`src/rtl/bp_table_scheduler.sv`:
```
// Pattern-history SRAM sequencer: init sweep, lookup/update arbitration, and a
// feedback FIFO drained by 2-cycle read-modify-write of 2-bit saturating counters.
module bp_table_scheduler #(
  parameter int         INDEX_WIDTH = 10,
  parameter int         FB_DEPTH    = 4,
  parameter logic [1:0] INIT_CTR    = 2'b10
) (
  input  logic                   clk,
  input  logic                   rst,
  input  logic                   req_valid,
  output logic                   req_ready,
  input  logic [INDEX_WIDTH-1:0] req_index,
  output logic                   rsp_valid,
  output logic                   rsp_prediction,
  input  logic                   fb_valid,
  output logic                   fb_ready,
  input  logic [INDEX_WIDTH-1:0] fb_index,
  input  logic                   fb_outcome,
  output logic                   mem_en,
  output logic                   mem_we,
  output logic [INDEX_WIDTH-1:0] mem_addr,
  output logic [1:0]             mem_wdata,
  input  logic [1:0]             mem_rdata,
  output logic                   init_done
);

  localparam int CW = $clog2(FB_DEPTH + 1);
  localparam int PW = (FB_DEPTH > 1) ? $clog2(FB_DEPTH) : 1;

  typedef enum logic [1:0] {S_INIT, S_IDLE, S_RMW} state_t;

  state_t                 state, state_nx;
  logic [INDEX_WIDTH-1:0] init_addr;
  logic [INDEX_WIDTH-1:0] fifo_idx [FB_DEPTH];
  logic                   fifo_out [FB_DEPTH];
  logic [PW-1:0]          wr_ptr, rd_ptr;
  logic [CW-1:0]          count;
  logic [INDEX_WIDTH-1:0] upd_idx;
  logic                   upd_out;
  logic                   rsp_q;
  logic                   full, empty, push, pop, lookup;
  logic [1:0]             sat_val;

  assign full  = (count == CW'(FB_DEPTH));
  assign empty = (count == '0);

  always_comb begin
    if (upd_out) sat_val = (mem_rdata == 2'b11) ? 2'b11 : mem_rdata + 2'b01;
    else         sat_val = (mem_rdata == 2'b00) ? 2'b00 : mem_rdata - 2'b01;
  end

  always_comb begin
    state_nx  = state;
    pop       = 1'b0;
    lookup    = 1'b0;
    req_ready = 1'b0;
    mem_en    = 1'b0;
    mem_we    = 1'b0;
    mem_addr  = '0;
    mem_wdata = '0;
    case (state)
      S_INIT: begin
        mem_en    = 1'b1;
        mem_we    = 1'b1;
        mem_addr  = init_addr;
        mem_wdata = INIT_CTR;
        if (init_addr == '1) state_nx = S_IDLE;
      end
      S_IDLE: begin
        req_ready = !full;
        // A full FIFO must drain before lookups may starve updates indefinitely.
        if (full || (!req_valid && !empty)) begin
          pop      = 1'b1;
          mem_en   = 1'b1;
          mem_addr = fifo_idx[rd_ptr];
          state_nx = S_RMW;
        end else if (req_valid) begin
          lookup   = 1'b1;
          mem_en   = 1'b1;
          mem_addr = req_index;
        end
      end
      S_RMW: begin
        mem_en    = 1'b1;
        mem_we    = 1'b1;
        mem_addr  = upd_idx;
        mem_wdata = sat_val;
        state_nx  = S_IDLE;
      end
      default: state_nx = S_INIT;
    endcase
    // Reset cycle must never touch the SRAM or handshake with neighbours.
    if (rst) begin
      pop       = 1'b0;
      lookup    = 1'b0;
      req_ready = 1'b0;
      mem_en    = 1'b0;
      mem_we    = 1'b0;
      mem_addr  = '0;
      mem_wdata = '0;
    end
  end

  assign init_done      = (state != S_INIT) && !rst;
  assign fb_ready       = init_done && !full;
  assign push           = fb_valid && fb_ready;
  assign rsp_valid      = rsp_q && !rst;
  assign rsp_prediction = rsp_valid && mem_rdata[1];

  always_ff @(posedge clk) begin
    if (rst) begin
      state     <= S_INIT;
      init_addr <= '0;
      wr_ptr    <= '0;
      rd_ptr    <= '0;
      count     <= '0;
      rsp_q     <= 1'b0;
      upd_idx   <= '0;
      upd_out   <= 1'b0;
    end else begin
      state <= state_nx;
      rsp_q <= lookup;
      if (state == S_INIT) init_addr <= init_addr + INDEX_WIDTH'(1);
      if (push) begin
        fifo_idx[wr_ptr] <= fb_index;
        fifo_out[wr_ptr] <= fb_outcome;
        wr_ptr <= (wr_ptr == PW'(FB_DEPTH - 1)) ? '0 : wr_ptr + PW'(1);
      end
      if (pop) begin
        upd_idx <= fifo_idx[rd_ptr];
        upd_out <= fifo_out[rd_ptr];
        rd_ptr  <= (rd_ptr == PW'(FB_DEPTH - 1)) ? '0 : rd_ptr + PW'(1);
      end
      count <= count + CW'(push) - CW'(pop);
    end
  end

endmodule

```
`config.mk`:
```
export PLATFORM = sky130hd
export DESIGN_NAME = bp_table_scheduler
export DESIGN_NICKNAME = d
export VERILOG_FILES = /design/src/rtl/bp_table_scheduler.sv
export SDC_FILE = /design/constraint.sdc
export NUM_CORES = 1
export LEC_CHECK = 0
export ABC_AREA = 0
export CELL_PAD_IN_SITES_DETAIL_PLACEMENT = 2
export CELL_PAD_IN_SITES_GLOBAL_PLACEMENT = 2
export CORE_MARGIN = 2
export CORE_UTILIZATION = 35
export CTS_BUF_LIST = sky130_fd_sc_hd__clkbuf_4 sky130_fd_sc_hd__clkbuf_8
export CTS_CLUSTER_DIAMETER = 50
export DETAILED_ROUTE_END_ITERATION = 10
export MAX_ROUTING_LAYER = met4
export PLACE_DENSITY = 0.89
export SYNTH_ARGS = -nofsm -noshare
export SYNTH_HDL_FRONTEND = slang
export SYNTH_SLANG_ARGS = --single-unit
export TNS_END_PERCENT = 20
```
`constraint.sdc`:
```
create_clock -name clk -period 2.3 [get_ports clk]
set_input_delay 0.345 -clock clk [delete_from_list [all_inputs] [get_ports clk]]
set_output_delay 0.345 -clock clk [all_outputs]
set_load 0.05 [all_outputs]
```
== Yosys cells after proc, flatten, opt, wreduce, memory -nomap -nowiden ==
Memories as Yosys holds them, arrays and structs flattened. A register that Yosys moved wholly into a read port is not among the register bits.
Index checks and enable logic that the tools add are counted.
Operators by class
  equal/unequal tests: 9
  bitwise operators: 1
  muxes and demuxes: 30
  reduce and logical (&&, ||, !) cells: 18
  add/sub/neg operators: 7
Operators by type and width (count)
  $mux 10: 3
  $pmux 10 s3: 1
  $mux 2: 10
  $mux 1: 13
  $add 10x1->10 const B: 1
  $eq 10x10->1 const B: 1
  $eq 2x2->1 const B: 4
  $add 2x1->2 const B: 3
  $logic_and 1x1->1: 6
  $pmux 2 s3: 1
  $logic_not 1->1: 4
  $logic_not 2->1: 2
  $ne 2x2->1 const B: 2
  $pmux 2 s2: 1
  $add 3x1->3: 1
  $eq 3x3->1 const B: 1
  $logic_not 3->1: 1
  $reduce_or 3->1: 1
  $sub 3x1->3: 1
  $eq 2x1->1 const B: 1
  $pmux 1 s2: 1
  $reduce_and 2->1: 1
  $reduce_bool 2->1: 1
  $reduce_or 2->1: 1
  other kinds (3): 3
Word-level totals
  word-level logic and storage cells: 74
  bits of input ports: 27
  memories: 2
  register bits after elaboration: 30
  RAM bits: 44
  output and inout bits: 19
Memory list
  fifo_idx: depth 4, width 10, rd ports 1, clocked after memory_dff 1, wr ports 1, line 34  | logic [INDEX_WIDTH-1:0] fifo_idx [FB_DEPTH];
  fifo_out: depth 4, width 1, rd ports 1, clocked after memory_dff 1, wr ports 1, line 35  | logic fifo_out [FB_DEPTH];

== Depth between registers and ports, before layout ==
  depth in word-level cells: 9
  gate-level depth with buffers: 12
  gate-level depth less buffers: 10

== Worst setup path after synthesis ==
Ideal clock, no wire load.
  path type: input -> output
  start point: input port rst
  end point: output port mem_en
  buffers on the path: 3
  arrival: 2.198 ns
  data required time: 1.955 ns
  cell stages on the path: 5
  slack: -0.243 ns
  path through: clkbuf_1 -> buf_4 -> a21oi_1 -> buf_2 -> a21boi_0
On the way
  word-level cells in the longest chain between the ends: 1
RTL lines
  start, declared: line 9  | input logic rst,
  $mux 1: line 93  | if (rst) begin
  end, declared: line 19  | output logic mem_en,
Every way passes these cells.

== Worst setup path after layout ==
  start point: register count[0]
  end point: register count[2]
On the way
  word-level cells in the longest chain between the ends: 8
  elaborated cells on any way between the ends: 13
  classes of those cells: 2 x add/sub; 1 x eq/ne; 3 x mux; 7 x reduce/logical
RTL lines
  start, declared: line 37  | logic [CW-1:0] count;
  start signal, assigned: line 134  | count <= count + CW'(push) - CW'(pop);
  branches (longest 7 deep; another with $add 3x1->3)
  $sub 3x1->3 *: line 134
Mark *: on every way between the ends.
A chain may end at the register's enable or synchronous reset.

==> summary.txt <==
Worst setup path
  • CP bufs+invs: 2
  • Worst path max stage delay: roughly 0.42 ns
  • CP max-delay cell: or3b_4
  • CP arrival: 2.57 ns
  • Setup crit start kind: register
  • Worst path depth: 10
  • Reg-to-reg slack, setup: -0.02 ns
  • Worst EP required: between 2 and 3 ns
  • Worst path cell trace: or3b_4 -> and3_4 -> inv_4 -> ha_4 -> inv_4 -> ha_4 -> fa_2 -> xnor2_2 -> xnor2_1 -> nor2_1
  • Critical path class: register to register
  • Cell family with most CP delay: simple AND/OR/NAND/NOR gates
  • Worst-path fanout max: 4
  • Worst r2r path cells: 10
  • Crit end category: register

Detailed routing
  • Routed wire length: 11700 um
  • Routed vias/inst: 5.46
  • Iter 0 DRT Violations: 154
  • Drt wl/cell: 23.7 um
  • Total iterations of the first detailed-routing run: 4
  • M1 WL: 4810 um
  • Via count: 2694
  • Max layer used: met4
  • Drt drc: 0
  • Met3 Wirelength: 308 um
  • Post-DRT Antenna Nets: 0
  • Wire length on met2: 6380 um

GRT
  • Grt ovf: 0
  • Pin count of the biggest net entering global routing: 36
  • Initial antenna violation count: 0
  • GRT Util Overall: 0.212
  • Vias in the first global route: 2985
  • First-pass GRT wire length: 17500 um

Cells and area
  • Area delta synth->final: 37.7%
  • Layout Cells excl Fill: 493
  • Ant diodes: 0
  • Fillers: 966
  • Commonest non-fill, non-tap cell in the layout: edfxtp_1
  • Area of the multi-input gates: around 1700 um2
  • Fin nets: 388
  • Sequential Area: approximately 2000 um2
  • Share of layout cells above drive strength 1: 0.319
  • Commonest cells after routing, fill and taps aside: edfxtp_1, dfxtp_1, clkdlybuf4s50_1

Yosys
  • Mux cell area share after synthesis: 0.111
  • Synth top area share: 0.362
  • Sequential-to-total area share from yosys stat: 0.542
  • Asr flop ratio synth: 0
  • YS warnings: 0
  • Leading post-synthesis cells by cell area: edfxtp_1, dfxtp_1, mux4_2
  • Post-synth top flop: edfxtp_1
  • Number of synthesized flops with an enable pin: 44
  • Post-synthesis xor/xnor area fraction: 0.00959
  • Mapped Nets: 325
  • Mapped Area: around 3700 um2
  • Synth area leader: edfxtp_1
  • Mapped Avg Cell Area: 12.6 um2
  • Simple-gate area share of the yosys netlist: 0.137
  • Compound-Gate Fraction of Synth Area: 0.120
  • Register bit total from synthesis: 77
  • Adder-Cell Fraction of Synth Area: 0.0356
  • Main combinational cell family by area after synthesis: simple AND/OR/NAND/NOR gates
  • Distinct cells, synth: 44
  • Synthesized instance count: about 290

Timing
  • Slew margin rel.: 0.672
  • Max Slew Vio Count: 0
  • Hold slack: 0.581 ns
  • Fin crit share: 1.01
  • Measured slew at the worst slew-check pin: a little under 0.5 ns
  • RSZ-0062 raised after global routing: true
  • Final setup margin: -0.0231 ns
  • Hold Vio Cnt, Final: 0
  • Clk_skew: 0.00970 ns
  • Max Fclk: 430 MHz
  • Endpoints failing setup: 1
  • Final worst path period need: 2.32 ns

Die
  • Starting Density: 0.357
  • Core ar.: approximately 10000 um2
  • Chip width: 106 um
  • Die height: 106 um
  • Placement row count: 37
  • Die area: 11300 um2
  • I/O pin count: 46

Status
  • Outcome: finished, violations left
  • Failing checks: setup timing

Clocking
  • Worst skew pair latency: 0.35 ns
  • Clock Pin Slew Worst Setup and Hold Paths: 0.09 ns
  • Clk root buf: clkbuf_8
  • H-tree lvl count: 3
  • Clock buffer depth: 2
  • Quantity of hold-fixing buffers added after cts: 0
  • CTS sink count: 77
  • CTS tree: yes
  • CTS Buf Count: 9

Worst hold path
  • Hold path cells: 2
  • Hold Path Class: register to register

Placed design
  • Post-DP HPWL: 7660 um
  • Port Buf Inserts: 45
  • DP Cell Count: 473
  • RD Place Congestion: ~0.80

Power and ir drop
  • Total power: 2800 uW
  • VDD IR-drop max: ~430 uV
  • PD cells: 556 nW/um2
  • Leakage power: about 0.0018 uW

Flow run
  • Max-cap violations: 0
## cells by family after synthesis
kind of cell | after synthesis
muxes | 26
xor gates and xnor gates | 4
buffers and inverters | 31
and+or+nand+nor | 87
AOI/OAI and AO/OA | 54
DFF | 77
adders and majority gates | 10
## synth_stat cells, types with 4 or more instances
cell,count
mux4_2,11
buf_2,8
dfxtp_1,33
mux2i_1,11
xnor2_1,4
a22o_1,10
a221o_1,12
nor2b_1,18
and2_1,7
nor2_1,10
and3_1,12
inv_1,9
edfxtp_1,44
a21oi_1,9
clkbuf_1,7
o31ai_1,4
nand2b_1,4
o32ai_1,10
nand2_1,14
ha_1,8
## where the power goes
part	total [uW]	internal (uW)	leakage, uW	switching, uW
clock network	1060	515	0.000105	544
registers	1510	1480	0.000664	29.2
logic	232	124	0.000987	108
total	2800	2120	0.00176	681
## sequential cells by signal (all words and copies together) (netlist names), named ones only
name / cells
upd_out: 1
upd_idx: 10
state: 2
count: 3
wr_ptr: 2
rd_ptr: 2
init_addr: 10
fifo_out: 4
fifo_idx: 40
rsp_q: 1
## metrics by stage
| step | setup slack (ns) | setup TNS, ns | util | cell area [um2] |
|---|---|---|---|---|
| after floorplan | -0.175 | -0.395 | - | 3650 |
| after detailed placement | -0.442 | -2.82 | 0.447 | 4580 |
| after CTS | 0.000439 | 0 | 0.475 | 4860 |
| after global routing | -0.0969 | -0.221 | 0.492 | 5030 |
| after global placement | -0.347 | -1.83 | 0.447 | 4580 |
| final | -0.0231 | -0.0231 | 0.492 | 5030 |
## path summary, 6_finish.rpt
check	startpoint	to
max	count[0]	count[2]
min	init_addr[5]	init_addr[5]
max reg2reg	count[0]	count[2]
min reg2reg	init_addr[5]	init_addr[5]
## worst reg2reg max path, cell delays in order, from the launching register on
cell,delay (ns)
dfxtp_4,0.37
or3b_4,0.42
and3_4,0.22
inv_4,0.06
ha_4,0.13
inv_4,0.03
ha_4,0.16
fa_2,0.42
xnor2_2,0.21
xnor2_1,0.14
nor2_1,0.07
## routing by layer
| metal | up-vias | track usage |
|---|---|---|
| met2 | 64 | 0.394 |
| met1 | 1374 | 0.242 |
| met3 | 19 | 0.0337 |
| met4 | 0 | 0.0395 |
| met5 | - | - |
| li1 | 1237 | - |
## cell type report
type,count,area share
Clock buffer,9,0.0246
Clock inverter,7,0.0157
Inverter,9,0.00771
Multi-Input combinational cell,181,0.336
Sequential cell,77,0.395
Tap cell,136,0.0338
Timing Repair Buffer,74,0.187
## timing repair
item / 4_1_cts / 5_1_grt
cloned: 1 / 1
endpoints found under the setup margin: 13 / 12
pin swaps: 0 / 9
gates resized for setup: 15 / 38
setup buffers: 1 / 2
Power figures use the tool's default switching activity.
